### src/rtl/risc_intr_ctrl.sv
// Vectored, prioritised interrupt controller with a hardware return stack for
// nested interrupts. Configured over the COM register bus (MASK, PENDING, CTRL, STATUS).
module risc_intr_ctrl #(
    parameter int unsigned N_IRQ      = 8,
    parameter int unsigned DATA_W     = 8,
    parameter int unsigned PC_W       = 16,
    parameter int unsigned NEST_DEPTH = 4,
    parameter int unsigned VEC_BASE   = 32'h0010,
    parameter int unsigned VEC_STRIDE = 4
) (
    input  logic              clk,
    input  logic              rst,
    input  logic [N_IRQ-1:0]  irq,
    input  logic              cfg_we,
    input  logic [1:0]        cfg_addr,
    input  logic [DATA_W-1:0] cfg_wdata,
    output logic [DATA_W-1:0] cfg_rdata,
    output logic              irq_req,
    output logic [PC_W-1:0]   irq_vec,
    input  logic              irq_ack,
    input  logic [PC_W-1:0]   ret_pc_in,
    input  logic              iret,
    output logic [PC_W-1:0]   ret_pc
);

    localparam int unsigned ID_W  = $clog2(N_IRQ + 1);
    localparam int unsigned DEP_W = $clog2(NEST_DEPTH + 1);

    typedef enum logic [1:0] {
        REG_MASK    = 2'd0,
        REG_PENDING = 2'd1,
        REG_CTRL    = 2'd2,
        REG_STATUS  = 2'd3
    } reg_addr_e;

    logic [N_IRQ-1:0] mask_q, mask_d;
    logic [N_IRQ-1:0] pend_q, pend_d;
    logic [N_IRQ-1:0] irq_q;
    logic             gie_q, gie_d;
    logic             err_q, err_d;
    logic [DEP_W-1:0] depth_q, depth_d;
    logic [ID_W-1:0]  active_q, active_d;

    logic [PC_W-1:0]  stk_pc_q [NEST_DEPTH];
    logic [ID_W-1:0]  stk_id_q [NEST_DEPTH];

    logic [ID_W-1:0]  cand_id;
    logic             cand_vld;
    logic [N_IRQ-1:0] cand_oh;
    logic [PC_W-1:0]  top_pc;
    logic [ID_W-1:0]  top_id;
    logic             take, do_ret, ret_err;
    logic             wr_mask, wr_pend, wr_ctrl, wr_stat;

    // Candidate selection: lowest-index source that is both pending and enabled.
    always_comb begin
        // NOTE: every combinational output gets a default first so no path can infer a latch.
        cand_id  = ID_W'(N_IRQ);
        cand_vld = 1'b0;
        cand_oh  = '0;
        for (int i = int'(N_IRQ) - 1; i >= 0; i--) begin
            if (pend_q[i] && mask_q[i]) begin
                cand_id  = ID_W'(i);
                cand_vld = 1'b1;
            end
        end
        for (int i = 0; i < int'(N_IRQ); i++) begin
            if (ID_W'(i) == cand_id) cand_oh[i] = cand_vld;
        end
    end

    always_comb begin
        top_pc = '0;
        top_id = ID_W'(N_IRQ);
        for (int i = 0; i < int'(NEST_DEPTH); i++) begin
            if (DEP_W'(i + 1) == depth_q) begin
                top_pc = stk_pc_q[i];
                top_id = stk_id_q[i];
            end
        end
    end

    assign irq_req = gie_q && cand_vld && (cand_id < active_q)
                     && (depth_q < DEP_W'(NEST_DEPTH));
    assign irq_vec = irq_req ? PC_W'(VEC_BASE) + PC_W'(cand_id) * PC_W'(VEC_STRIDE) : '0;
    assign ret_pc  = (depth_q != '0) ? top_pc : '0;

    // A taken ack wins over a concurrent iret, which is then flagged as an error.
    assign take    = irq_ack && irq_req;
    assign do_ret  = iret && (depth_q != '0) && !take;
    assign ret_err = iret && (take || (depth_q == '0));

    assign wr_mask = cfg_we && (cfg_addr == REG_MASK);
    assign wr_pend = cfg_we && (cfg_addr == REG_PENDING);
    assign wr_ctrl = cfg_we && (cfg_addr == REG_CTRL);
    assign wr_stat = cfg_we && (cfg_addr == REG_STATUS);

    always_comb begin
        mask_d   = wr_mask ? cfg_wdata[N_IRQ-1:0] : mask_q;
        gie_d    = wr_ctrl ? cfg_wdata[0] : gie_q;
        err_d    = (err_q && !(wr_stat && cfg_wdata[7])) || ret_err;
        // New edges are OR-ed in last so a set beats a same-cycle clear.
        pend_d   = (pend_q & ~(wr_pend ? cfg_wdata[N_IRQ-1:0] : '0)
                           & ~(take ? cand_oh : '0))
                   | (irq & ~irq_q);
        depth_d  = depth_q;
        active_d = active_q;
        if (take) begin
            depth_d  = depth_q + 1'b1;
            active_d = cand_id;
        end else if (do_ret) begin
            depth_d  = depth_q - 1'b1;
            active_d = top_id;
        end
    end

    always_ff @(posedge clk) begin
        if (rst) begin
            mask_q   <= '0;
            pend_q   <= '0;
            irq_q    <= '0;
            gie_q    <= 1'b0;
            err_q    <= 1'b0;
            depth_q  <= '0;
            active_q <= ID_W'(N_IRQ);
            // NOTE: the return stack is small and must read as zero after reset, so it is cleared explicitly.
            for (int i = 0; i < int'(NEST_DEPTH); i++) begin
                stk_pc_q[i] <= '0;
                stk_id_q[i] <= '0;
            end
        end else begin
            mask_q   <= mask_d;
            pend_q   <= pend_d;
            irq_q    <= irq;
            gie_q    <= gie_d;
            err_q    <= err_d;
            depth_q  <= depth_d;
            active_q <= active_d;
            for (int i = 0; i < int'(NEST_DEPTH); i++) begin
                if (take && (DEP_W'(i) == depth_q)) begin
                    stk_pc_q[i] <= ret_pc_in;
                    stk_id_q[i] <= active_q;
                end
            end
        end
    end

    always_comb begin
        cfg_rdata = '0;
        case (cfg_addr)
            REG_MASK:    cfg_rdata[N_IRQ-1:0] = mask_q;
            REG_PENDING: cfg_rdata[N_IRQ-1:0] = pend_q;
            REG_CTRL:    cfg_rdata[0] = gie_q;
            default: begin
                cfg_rdata[ID_W-1:0]  = active_q;
                cfg_rdata[4 +: DEP_W] = depth_q;
                cfg_rdata[7]          = err_q;
            end
        endcase
    end

endmodule

### config.mk
export PLATFORM = sky130hd
export DESIGN_NAME = risc_intr_ctrl
export DESIGN_NICKNAME = d
export VERILOG_FILES = /design/src/rtl/risc_intr_ctrl.sv
export SDC_FILE = /design/constraint.sdc
export NUM_CORES = 1
export LEC_CHECK = 0
export BUFFER_PORTS_ARGS = -buffer_cell sky130_fd_sc_hd__buf_4
export CORE_MARGIN = 2
export CORE_UTILIZATION = 38
export DETAILED_ROUTE_END_ITERATION = 8
export PLACE_DENSITY_LB_ADDON = 0.1
export SETUP_SLACK_MARGIN = 0.4
export SYNTH_ARGS = -nofsm -noshare
export SYNTH_HDL_FRONTEND = slang
export SYNTH_SLANG_ARGS = --single-unit
export TNS_END_PERCENT = 50
### constraint.sdc
create_clock -name clk -period 4.7 [get_ports clk]
set_clock_uncertainty 0.15 [all_clocks]
set_input_delay 0.47 -clock clk [delete_from_list [all_inputs] [get_ports clk]]
set_output_delay 0.47 -clock clk [all_outputs]
set_load 0.005 [all_outputs]
# Word-level counts from Yosys, hierarchy flattened
# Memories as Yosys holds them, arrays and structs flattened.
# Cells that the tools add are included.
# Widths: inputs -> output; s select.
[totals] ff_bits=33 latch_bits=0 mem_bits_rw=80 mem_bits_ro=0 output_inout_bits=41 word_cells=141 mem_count=2
[mem_list] name="stk_pc_q" depth=4 width=16 read_ports=4 rd_ports_with_merged_regs=0 write_ports=4 line="44" rtl="logic [PC_W-1:0] stk_pc_q [NEST_DEPTH];"
[mem_list] name="stk_id_q" depth=4 width=4 read_ports=4 rd_ports_with_merged_regs=0 write_ports=4 line="45" rtl="logic [ID_W-1:0] stk_id_q [NEST_DEPTH];"
[op_classes] n_addsub=3 mul=0 div_mod_pow=0 magnitude_cmp=2 eq_ne=14 shifts=0 mux=64 n_bitwise=15 n_reduce_logical=34
[ops] operator="$mux 16" n=9
[ops] operator="$mux 4" n=18
[ops] operator="$mux 1" n=30
[ops] operator="$logic_and 1x1->1" n=25
[ops] operator="$and 8x8->8" n=3
[ops] operator="$not 8->8" n=3
[ops] operator="$pmux 7 s3" n=1
[ops] operator="$eq 3x4->1 const A" n=4
[ops] operator="$mux 8" n=2
[ops] operator="$eq 2x4->1 const A" n=2
[ops] operator="$or 1x1->1" n=8
[ops] operator="$or 8x8->8" n=1
[ops] operator="$add 5x6->7 const A" n=1
[ops] operator="$mux 7" n=1
[ops] operator="$eq 2x3->1 const A" n=2
[ops] operator="$mux 3" n=2
[ops] operator="$eq 1x4->1 const A" n=1
[ops] operator="$eq 2x2->1 const B" n=2
[ops] operator="$logic_not 4->1" n=1
[ops] operator="$lt 4x4->1" n=1
[ops] operator="$add 3x1->3 const B" n=1
[ops] operator="$eq 1x3->1 const A" n=1
[ops] operator="$eq 3x3->1 const A" n=1
[ops] operator="$logic_not 3->1" n=1
[ops] operator="9 further kinds" n=11

# Depth between registers and ports, before layout
# Gate-level depths: netlist of the first run.
[logic_depth] depth_word=18 depth_mapped=11 mapped_depth_nobuf=9

# Worst setup path before layout of the first run
# OpenSTA, ideal clock, no wires.
[synth_timing] path_type="reg-to-reg" start="register pend_q[5]" end="memory stk_id_q[2][0] in the netlist's numbering, enable pin" setup_ns=0.377 arrival_time_ns=2.445 t_required_ns=4.173 slack_ns=1.728 path_stages_with_launch=12 cell_sequence="dfxtp_1 > a22oi_1 > nand2b_1 > a21boi_1 > ha_1 > nand2_1 > o221a_4 > o211a_4 > buf_6 > nand2_1 > buf_4 > nand2_1"
[synth_lines] item="start: declaration" line="37" rtl="logic [N_IRQ-1:0] pend_q, pend_d;"
[synth_lines] item="start signal: assignment" line="133" rtl="pend_q <= pend_d;"
[synth_lines] item="end: declaration" line="45"

==> out/qor.yml, run 1 <==
gp_congestion: 0.857
critPathKind: "reg -> reg"
critical_path_depth: 10
cts_hold_buf: 0
synth_flop_cell: "edfxtp_1"
relSlewSlack: 0.366
outcome: "finished clean"
synth-seq-area-share: 0.564
critical-path-slowest-cell: "nand2_1"
max_stage_delay_ns: 0.73
drt-vias-per-instance: 5.00
setup-violations-final: 0
cts_sinks: 113
syn_to_final_growth_pct: 21.4
synth_edf_count: 80
synth_cell_types: 49
rows: 43
arrival_ns: 3.48
grt_start_max_net_pins: 42
fin_crit_ns: 3.60
holdPathStages: 2
io_pins: 80
min_path_type: "in -> reg"
cts_resized: 0
final-max-slew-violation-count: 0
insertion_delay_ns: 0.41
drtIter0Drc: 271
rsz0062_at_grt: "no"
p_clk_frac: 0.389
worst_setup_path_start_kind: "flop"
cts_buffer_depth: 2
postCtsSetupBuffers: 0
clkTransAtPathRegs_ns: 0.05
fp.dieH_um: 124
initial_utilization: 0.390
power.switching_uw: 913
yosysWarnings: 0
wl_per_cell_um: 16.5
crit_family: "compound AO/OA/AOI/OAI gates"
powerDensity_nw_per_um2: 469
vias: 4038
grt_antenna_before_repair: 0
core_area_um2: 13900
p_sw_frac: 0.296
track_usage: 0.188
finalSetupTns_ns: 0
p_int_uw: 2180
cpMostUsedCell: "nand2_1"
reg2reg_depth: 10
p_leak_uw: 0.00260
grt_overflow_total: 0
reg2reg_slack_ns: 1.10
drc: 0
min_period_over_period: 0.766
critPathCaptureType: "flop"
grt_pass1_wl_um: 21300
fmax_ghz: 0.278
max_cap_viol_count: 0
critical_path_buf_inv_count: 1
numCtsBuffers: 17
first_pass_iters: 6
routed_wl_um: 13300
die_w_um: 124
pwr-share-seq: 0.381
synth.ff_latch_count: 113
cp.required_ns: 4.58
worst-path-max-fanout: 22
power_frac_comb: 0.230
ir_drop_uv: 168
floorplan.die_area_um2: 15300
netlist_instances: 552
cts_tree: "built"
htreeDepth: 4
diodes: 0
hold_viol_final: 0
fin_nets: 662
drive_above_1_share: 0.179
worstPathCellList: "a22oi_1, nand2b_1, a21boi_1, ha_1, nand2_1, o221a_4, o211a_4, nand2_1, buf_4, nand2_1"
port_buffers: 67
tightestPinTransition_ns: 0.948
syn_area_um2: 5430
root_buffer: "clkbuf_16"
postRouteAntennaNets: 0
power_uw: 3090
dp_hpwl_um: 8820
grt_pass1_vias: 3925
async_flop_share: 0
synth.avg_cell_area_um2: 9.84
worst register-to-register path, delay by kind of cell, from the launching register on:
family,cells,cell delay (ns)
simple gates,4,1.07
compound gates,4,1.06
flops,1,0.39
fa+ha+maj,1,0.32
buf+inv,1,0.23
per-stage QoR:
| stage | cells | setup slack [ns] | util | hold WS [ns] | cell area, um^2 |
|---|---|---|---|---|---|
| after floorplan | 563 | 1.73 | - | 0.280 | 5480 |
| after global placement | 775 | 1.18 | 0.434 | 0.294 | 6040 |
| after detailed placement | 775 | 1.09 | 0.434 | 0.298 | 6040 |
| after CTS | 807 | 1.08 | 0.473 | 0.118 | 6600 |
| after global routing | 807 | 0.796 | 0.473 | 0.146 | 6600 |
| final | 807 | 1.10 | 0.473 | 0.135 | 6600 |
path summary, 6_finish.rpt:
kind,from,endpoint
worst max-delay path,pend_q[7]$_SDFF_PP0_,stk_pc_q[2][11]$_SDFFCE_PN0P_
worst min-delay path,irq[6],irq_q[6]$_SDFF_PP0_
worst max register to register,pend_q[7]$_SDFF_PP0_,stk_pc_q[2][11]$_SDFFCE_PN0P_
worst min register to register,irq_q[3]$_SDFF_PP0_,pend_q[3]$_SDFF_PP0_
power by group through the flow:
stage	Combinational, uW	Sequential [uW]	Clock [uW]
2_1_floorplan	464	1180	0
3_3_place_gp	720	1190	0
3_5_place_dp	724	1200	0
4_1_cts	726	1180	1230
5_1_grt	802	1190	1280
6_report	710	1180	1200
final cells by class:
| cell class | instances | area, um^2 |
|---|---|---|
| Fill cell | 1338 | 7340 |
| Sequential cell | 113 | 3060 |
| Multi-Input combinational cell | 383 | 2080 |
| Clock inverter | 12 | 118 |
| Inverter | 20 | 75.1 |
| Tap cell | 180 | 225 |
| Clock buffer | 20 | 437 |
| Timing Repair Buffer | 79 | 593 |
per-layer routing:
metal | vias up | global-route usage | wire length [um]
met3 | 9 | 0.0362 | 466
met2 | 83 | 0.272 | 6050
met5 | - | 0 | 0
li1 | 2033 | - | -
met4 | 0 | 0.0810 | 123
met1 | 1913 | 0.273 | 6670
synthesized netlist by cell type (2+ instances only):
| cell type | n | area share |
|---|---|---|
| o2bb2ai_1 | 2 | 0.0032 |
| buf_2 | 2 | 0.0018 |
| nor2_1 | 121 | 0.084 |
| nand2b_1 | 2 | 0.0023 |
| clkbuf_1 | 22 | 0.015 |
| mux2i_1 | 19 | 0.035 |
| a32o_1 | 2 | 0.0037 |
| o21ai_1 | 2 | 0.0018 |
| nor3_1 | 2 | 0.0018 |
| ha_1 | 9 | 0.021 |
| a21o_1 | 2 | 0.0028 |
| buf_4 | 19 | 0.026 |
| a22o_1 | 2 | 0.0032 |
| dfxtp_1 | 33 | 0.12 |
| a21oi_1 | 25 | 0.023 |
| nand3_1 | 24 | 0.022 |
| nor2b_1 | 12 | 0.014 |
| edfxtp_1 | 80 | 0.44 |
| a22oi_1 | 23 | 0.032 |
| buf_1 | 3 | 0.0021 |
| a21oi_2 | 2 | 0.0032 |
| a211o_1 | 2 | 0.0032 |
| and2_1 | 3 | 0.0035 |
| and3_1 | 2 | 0.0023 |
| inv_1 | 20 | 0.014 |
| nor3b_1 | 2 | 0.0028 |
| o21ai_0 | 33 | 0.030 |
| nand2_1 | 61 | 0.042 |
logic make-up after synthesis:
group	synth area share
AO/OA/AOI/OAI	0.133
buffers and inverters	0.0612
AND/OR/NAND/NOR	0.180
adder cells (fa/ha/maj)	0.0207
XOR/XNOR	0.00161
flip-flops	0.564
other	0.000690
multiplexers	0.0391
flip-flops by register name, indices dropped and copies added, names as in the netlist:
signal and count:
pend_q 8, stk_id_q 16, err_q 1, mask_q 8, depth_q 3, irq_q 8
stk_pc_q 64, active_q 4, gie_q 1
cell usage in the layout, fill, tap and decap left out, drive strengths merged, types with 3 or more instances in the layout:
| cell type | instances |
|---|---|
| o21ai | 35 |
| clkbuf | 20 |
| buf | 79 |
| and2 | 3 |
| nand3 | 24 |
| nor2 | 121 |
| ha | 9 |
| mux2i | 19 |
| inv | 20 |
| a22oi | 23 |
| nor2b | 12 |
| a21oi | 27 |
| nand2 | 61 |
| clkinv | 8 |
| edfxtp | 80 |
| dfxtp | 33 |
| conb | 12 |
Note: power is estimated with default switching activity, not from simulation.
==> run 2, diff against run 1 <==
==> constraint.sdc (replaced) <==
create_clock -name clk -period 3 [get_ports clk]
set_clock_uncertainty 0.15 [all_clocks]
set_input_delay 0.3 -clock clk [delete_from_list [all_inputs] [get_ports clk]]
set_output_delay 0.3 -clock clk [all_outputs]
set_load 0.005 [all_outputs]
==> run 2 against run 1 <==
  * Non-clock buffer count grew 36
  * Global-route usage rose by 1.5 points
  * Worst setup slack worse by 0.80 ns
  * Flip-flop and latch count stayed put
  * Core utilization rose by 5.4 points
==> out/qor.yml, run 2 (synthesized netlist as in run 1, its figures left out) <==
outcome: "finished clean"
min_path_type: "in -> reg"
arrival_ns: 2.25  # -1.23 ns
numCtsBuffers: 17  # unchanged
grt.met2_usage: 0.327  # +0.0549
min-delay-start: "irq[0]"
drc: 0  # unchanged
hold_viol_final: 0  # unchanged
fin_crit_ns: 2.70
reg2reg_slack_ns: 0.38  # -0.72 ns
min_period_over_period: 0.901
power.switching_uw: 1610  # +76%
htreeDepth: 4  # unchanged
core_area_um2: 13900  # unchanged
grtUsageMet1: 0.268  # -0.00560
crit_family: "simple AND/OR/NAND/NOR gates"
first_pass_iters: 5  # -1
p_leak_uw: 0.00289  # +11%
root_buffer: "clkbuf_16"
max_stage_delay_ns: 0.41  # -0.32 ns
p_int_uw: 3910  # +80%
startpoint: "pend_q[2]$_SDFF_PP0_"
p_clk_frac: 0.411  # +0.022
busiest_layer: "met2"
fin_nets: 701  # +5.9%
grt_start_max_net_pins: 35  # -17%
critical_path_buf_inv_count: 3  # +2
worst_setup_path_start_kind: "flop"
insertion_delay_ns: 0.41  # about the same
p_sw_frac: 0.292  # -0.00391
max_cap_viol_count: 0  # unchanged
dp_hpwl_um: 8750  # -0.86%
cts_buffer_depth: 2  # unchanged
clkTransAtPathRegs_ns: 0.05  # about the same
wl_per_cell_um: 17.4  # +5.6%
rr_startpoint: "pend_q[2]$_SDFF_PP0_"
multiInputGateArea_um2: 2350  # +13%
timing.hold.ws_ns: 0.0125  # -0.123 ns
grt_pass1_wl_um: 22700  # +6.3%
worstPathCellList: "a22oi_2, nand4_1, inv_2, ha_1, nor4b_4, o21ai_4, buf_6, nor2_2, buf_4"
ir_drop_uv: 349  # +110%
final-max-slew-violation-count: 0  # unchanged
diodes: 0  # unchanged
io_pins: 80  # unchanged
cts_sinks: 113  # unchanged
critical-path-slowest-cell: "dfxtp_1"
cp.required_ns: 2.55  # -2.03 ns
drtIter0Drc: 291  # +7.4%
drt-vias-per-instance: 5.22  # +4.4%
pwr-share-seq: 0.338  # -0.043
instances_no_fill: 846  # +4.8%
largest_reg_flops: 64  # unchanged
fmax_ghz: 0.370
tightestPinTransition_ns: 0.617  # -0.331 ns
relSlewSlack: 0.587  # +0.221
nFillCells: 1239  # -7.4%
met3_usage: 0.0453  # +0.00916
grt_pass1_vias: 4184  # +6.6%
grt_overflow_total: 0  # unchanged
floorplan.die_area_um2: 15300  # unchanged
vias: 4419  # +9.4%
die_w_um: 124  # unchanged
initial_utilization: 0.390  # unchanged
finalSetupTns_ns: 0  # unchanged
critPathKind: "reg -> out"
final_common_cell: "nor2_1"
drive_above_1_share: 0.281  # +0.102
ff_latch_area_um2: 3090  # +0.78%
setup-violations-final: 0  # unchanged
regMostFlops: "stk_pc_q"
critPathCaptureType: "output pin"
worst-path-max-fanout: 5  # -77%
dp_cells: 782  # +0.90%
postRouteAntennaNets: 0  # unchanged
grt_antenna_before_repair: 0  # unchanged
reg_top3: "stk_pc_q x64, stk_id_q x16"
track_usage: 0.203  # +0.0150
port_buffers: 67  # unchanged
power_frac_comb: 0.251  # +0.021
gp_congestion: 0.804  # -6.2%
final_cell_mix: "nor2_1, buf_4, edfxtp_1"
powerDensity_nw_per_um2: 751  # +60%
rows: 43  # unchanged
cts_tree: "built"
syn_to_final_growth_pct: 35.3
rsz0062_at_grt: "yes"
fp.dieH_um: 124  # unchanged
routed_wl_um: 14700  # +11%
-- run 2: cell count changes in the layout (fill, tap and decap cells not counted), moves of 5 or more --
cell and delta:
dfxtp_1 -13, o21ai_0 -6, buf_4 +14, nand2_8 +5
a22oi_2 +5, dfxtp_2 +10, nand2_1 -7, buf_6 +9
dlygate4sd3_1 +11, a22oi_1 -5
-- run 2: area by class of cell --
class / instances / area share
multi-input cells: 386 / 0.320
flip-flops and latches: 113 / 0.420
clock inverters: 14 / 0.0320
clock buffers: 18 / 0.0584
inverters: 20 / 0.0109
well taps: 180 / 0.0306
repair buffers: 115 / 0.128
-- run 2: worst paths after layout --
| kind | endpoint | cells after the start |
|---|---|---|
| setup reg to reg | pend_q[6]$_SDFF_PP0_ | 9 |
| setup / recovery | irq_vec[2] | 9 |
| hold / removal | irq_q[0]$_SDFF_PP0_ | 2 |
| hold reg to reg | pend_q[0]$_SDFF_PP0_ | 2 |
-- run 2: power by group through the flow --
stage          logic, uW  clock network, uW  registers, uW
2_1_floorplan        729                  0           1850
3_3_place_gp        1140                  0           1870
3_5_place_dp        1140                  0           1880
4_1_cts             1300               2300           1860
5_1_grt             1540               2370           1880
6_report            1390               2270           1870
-- run 2: what timing repair did --
action	in CTS	in global routing
hold endpoints to repair	11	0
hold buffers	11	0
pin swaps	8	13
gates cloned	3	3
gates resized for setup	44	35
setup buffers	7	8
setup endpoints to repair	179	170
-- run 2: metal layers --
layer  vias to the layer above  share of wire
met3                        15          0.050
met2                       138           0.49
li1                       2116              -
met4                         0          0.013
met5                         -              0
met1                      2150           0.45
-- run 2: metrics by stage --
| stage | power, uW | util | cell area (um^2) | setup slack [ns] |
|---|---|---|---|---|
| global placement | 3010 | 0.440 | 6130 | 0.253 |
| detailed placement | 3020 | 0.440 | 6130 | 0.158 |
| CTS | 5460 | 0.511 | 7120 | 0.290 |
| global route | 5790 | 0.528 | 7350 | 0.183 |
| finish | 5520 | 0.528 | 7350 | 0.297 |
| floorplan | 2580 | - | 5510 | 0.432 |
==> run 3, diff against run 2 <==
--- a/config.mk
+++ b/config.mk
@@ -5,6 +5,7 @@
 export SDC_FILE = /design/constraint.sdc
 export NUM_CORES = 1
 export LEC_CHECK = 0
+export ABC_AREA = 1
 export BUFFER_PORTS_ARGS = -buffer_cell sky130_fd_sc_hd__buf_4
 export CORE_MARGIN = 2
 export CORE_UTILIZATION = 38
@@ -14,4 +15,4 @@
 export SYNTH_ARGS = -nofsm -noshare
 export SYNTH_HDL_FRONTEND = slang
 export SYNTH_SLANG_ARGS = --single-unit
-export TNS_END_PERCENT = 50
+export TNS_END_PERCENT = 100
==> run 3 against run 2 <==
  * Die area grew 2.0%
  * Total power shrank 9.0%
  * Core utilization shrank 1.8 points
  * Largest cell class unchanged
  * Wire length grew 3.2%
  * Count of clock-buffer cells in the layout grew 4
  * Worst hold slack gained 0.021 ns
  * Clock power shrank 26%
  * Cell count grew 8.2%
  * Sequential power shrank 3%
  * Worst setup slack gained 0.13 ns
==> out/qor.yml, run 3 <==
synth.avg_cell_area_um2: 9.24  # -6.1%
netlist_instances: 600  # +8.7%
worst-path-max-fanout: 8  # +3
synth_flop_cell: "edfxtp_1"
drtIter0Drc: 306  # +5.2%
wl_per_cell_um: 16.6  # -4.5%
min_path_type: "in -> reg"
numCtsBuffers: 17  # unchanged
ir_drop_uv: 421  # +21%
largest_reg_flops: 64  # unchanged
drive_above_1_share: 0.285  # +0.00376
final_cell_mix: "nor2_1, buf_4, nand2_1"
yosysWarnings: 0  # unchanged
power_uw: 5030  # -9.0%
max_stage_delay_ns: 0.35  # -0.06 ns
post-place-ws_ns: 0.357  # +0.199 ns
dp_hpwl_um: 9760  # +12%
cts_tree: "built"
setup-violations-final: 0  # unchanged
syn_area_um2: 5550  # +2.0%
vias: 4608  # +4.3%
relSlewSlack: 0.511  # -0.0764
min_period_over_period: 0.856  # -0.0449
syn_to_final_growth_pct: 32.0
yosysMostFrequentCell: "nor2_1"
rsz0062_at_grt: "yes"
cp.required_ns: 2.98  # +0.43 ns
worst_setup_path_start_kind: "flop"
nFillCells: 1362  # +9.9%
synth_edf_count: 80  # unchanged
pwr-share-seq: 0.362  # +0.024
reg_top3: "stk_pc_q x64, stk_id_q x16"
root_buffer: "clkbuf_16"
setup_slack_ns: 0.432  # +0.135 ns
clkTransAtPathRegs_ns: 0.05  # about the same
drc: 0  # unchanged
synth-seq-area-share: 0.552  # -0.0113
floorplan.die_area_um2: 15600  # +2.0%
yosysTopAreaCell: "edfxtp_1"
powerDensity_nw_per_um2: 687  # -8.6%
arrival_ns: 2.55  # +0.30 ns
synth.ff_latch_count: 113  # unchanged
first_pass_iters: 5  # unchanged
grt_pass1_vias: 4466  # +6.7%
finalSetupTns_ns: 0  # unchanged
core_area_um2: 14400  # +3.1%
synth_cell_types: 41  # -16%
timing.hold.ws_ns: 0.0340  # +0.0215 ns
regMostFlops: "stk_pc_q"
grt_antenna_before_repair: 0  # unchanged
fin_crit_ns: 2.57  # -0.135 ns
power.switching_uw: 1610  # about the same
synth.area.top_cells: "edfxtp_1, dfxtp_1, nor2_1, nand2_1, inv_1"
htreeDepth: 4  # unchanged
track_usage: 0.194  # -0.00865
critical-path-slowest-cell: "dfxtp_2"
initial_utilization: 0.386  # -0.00403
p_int_uw: 3420  # -13%
diodes: 0  # unchanged
fp.dieH_um: 125  # +0.99%
drt-vias-per-instance: 5.04  # -3.6%
port_buffers: 67  # unchanged
tightestPinTransition_ns: 0.733  # +0.116 ns
final_common_cell: "nor2_1"
max_cap_viol_count: 0  # unchanged
design_area_um2: 7320  # -0.46%
p_sw_frac: 0.320  # +0.0285
cts_sinks: 113  # unchanged
p_clk_frac: 0.336  # -0.075
synthTopCellsByCount: "nor2_1, nand2_1, edfxtp_1"
insertion_delay_ns: 0.42  # about the same
hold_viol_final: 0  # unchanged
routed_wl_um: 15200  # +3.2%
rows: 44  # +2.3%
critPathKind: "reg -> reg"
gp_congestion: 0.857  # +6.6%
grt_pass1_wl_um: 23300  # +2.6%
io_pins: 80  # unchanged
die_w_um: 125  # +0.99%
critPathCaptureType: "flop"
grt_overflow_total: 0  # unchanged
outcome: "finished clean"
placed_area_um2: 6220  # +1.5%
fmax_ghz: 0.389  # +5.2%
cts_buffer_depth: 2  # unchanged
worstPathCellList: "nand2_2, nand2_4, nor2_4, inv_4, nor2_4, ha_1, nor4_4, buf_4, nand3_4, inv_8, nand2_2, nand2_4, clkbuf_16"
fin_nets: 767  # +9.4%
synth_top_area_frac: 0.433  # -0.00888
power_frac_comb: 0.302  # +0.051
p_leak_uw: 0.00314  # +8.4%
postRouteAntennaNets: 0  # unchanged
async_flop_share: 0  # unchanged
grt_start_max_net_pins: 24  # -31%
final-max-slew-violation-count: 0  # unchanged
==> run 3: cell families (layout without fill, tap and decap cells) <==
group	Yosys count	in the layout	share of synthesized area
DFF	113	113	0.552
buffers and inverters	104	222	0.0954
and+or+nand+nor	276	278	0.218
AOI/OAI and AO/OA	96	96	0.111
other	1	12	0.000676
adders and majority gates	9	9	0.0203
xor gates and xnor gates	1	1	0.00158
==> run 3: metrics by stage <==
step | util | cells
detailed placement | 0.433 | 841
global placement | 0.433 | 841
floorplan | - | 611
finish | 0.509 | 915
global route | 0.509 | 915
CTS | 0.485 | 892
==> run 3: layout make-up <==
cell class              count  area [um^2]  area share
well taps                 184          230      0.0315
multi-input cells         396         2190       0.300
repair buffers            123         1050       0.143
flip-flops and latches    113         3080       0.421
clock buffers              22          444      0.0607
clock inverters             9         43.8     0.00598
inverters                  67          274      0.0374
repair inverters            1         3.75    0.000513
==> run 3: worst paths after layout <==
check	start	endpoint	slack, ns	depth (start not counted)
max	pend_q[0]$_SDFF_PP0_	stk_id_q[1][0]$_SDFFCE_PN0P_	0.43	13
min	cfg_wdata[6]	mask_q[6]$_SDFFE_PP0P_	0.03	3
max reg2reg	pend_q[0]$_SDFF_PP0_	stk_id_q[1][0]$_SDFFCE_PN0P_	0.43	13
min reg2reg	irq_q[0]$_SDFF_PP0_	pend_q[0]$_SDFF_PP0_	0.26	1
==> run 3: repair_timing <==
action | in CTS | in global routing
hold buffers | 13 | 0
pin swaps | 1 | 11
gates cloned | 1 | 5
buffers inserted | 6 | 18
setup endpoints to repair | 97 | 181
gates resized for setup | 19 | 45
endpoints found under the hold margin | 13 | 0
==> run 3: worst max-delay path, delay by kind of cell, from the launching register on <==
kind | cells | cell delay [ns]
AND/OR/NAND/NOR | 8 | 0.97
buffers and inverters | 4 | 0.59
flip-flops | 1 | 0.35
adder cells (fa/ha/maj) | 1 | 0.21
==> run 3: layer usage <==
metal	up-vias	part of all wire	track usage	wire, um
met2	128	0.50	0.323	7560
met1	2226	0.43	0.245	6580
met4	0	0.023	0.0833	343
li1	2228	-	-	-
met5	-	0	0	0
met3	26	0.048	0.0408	728
==> run 3: power groups by stage <==
stage	logic, uW	clock network (uW)	registers, uW
2_1_floorplan	775	0	1830
3_3_place_gp	1210	0	1840
3_5_place_dp	1220	0	1840
4_1_cts	1360	1710	1810
5_1_grt	1670	1800	1830
6_report	1520	1690	1820
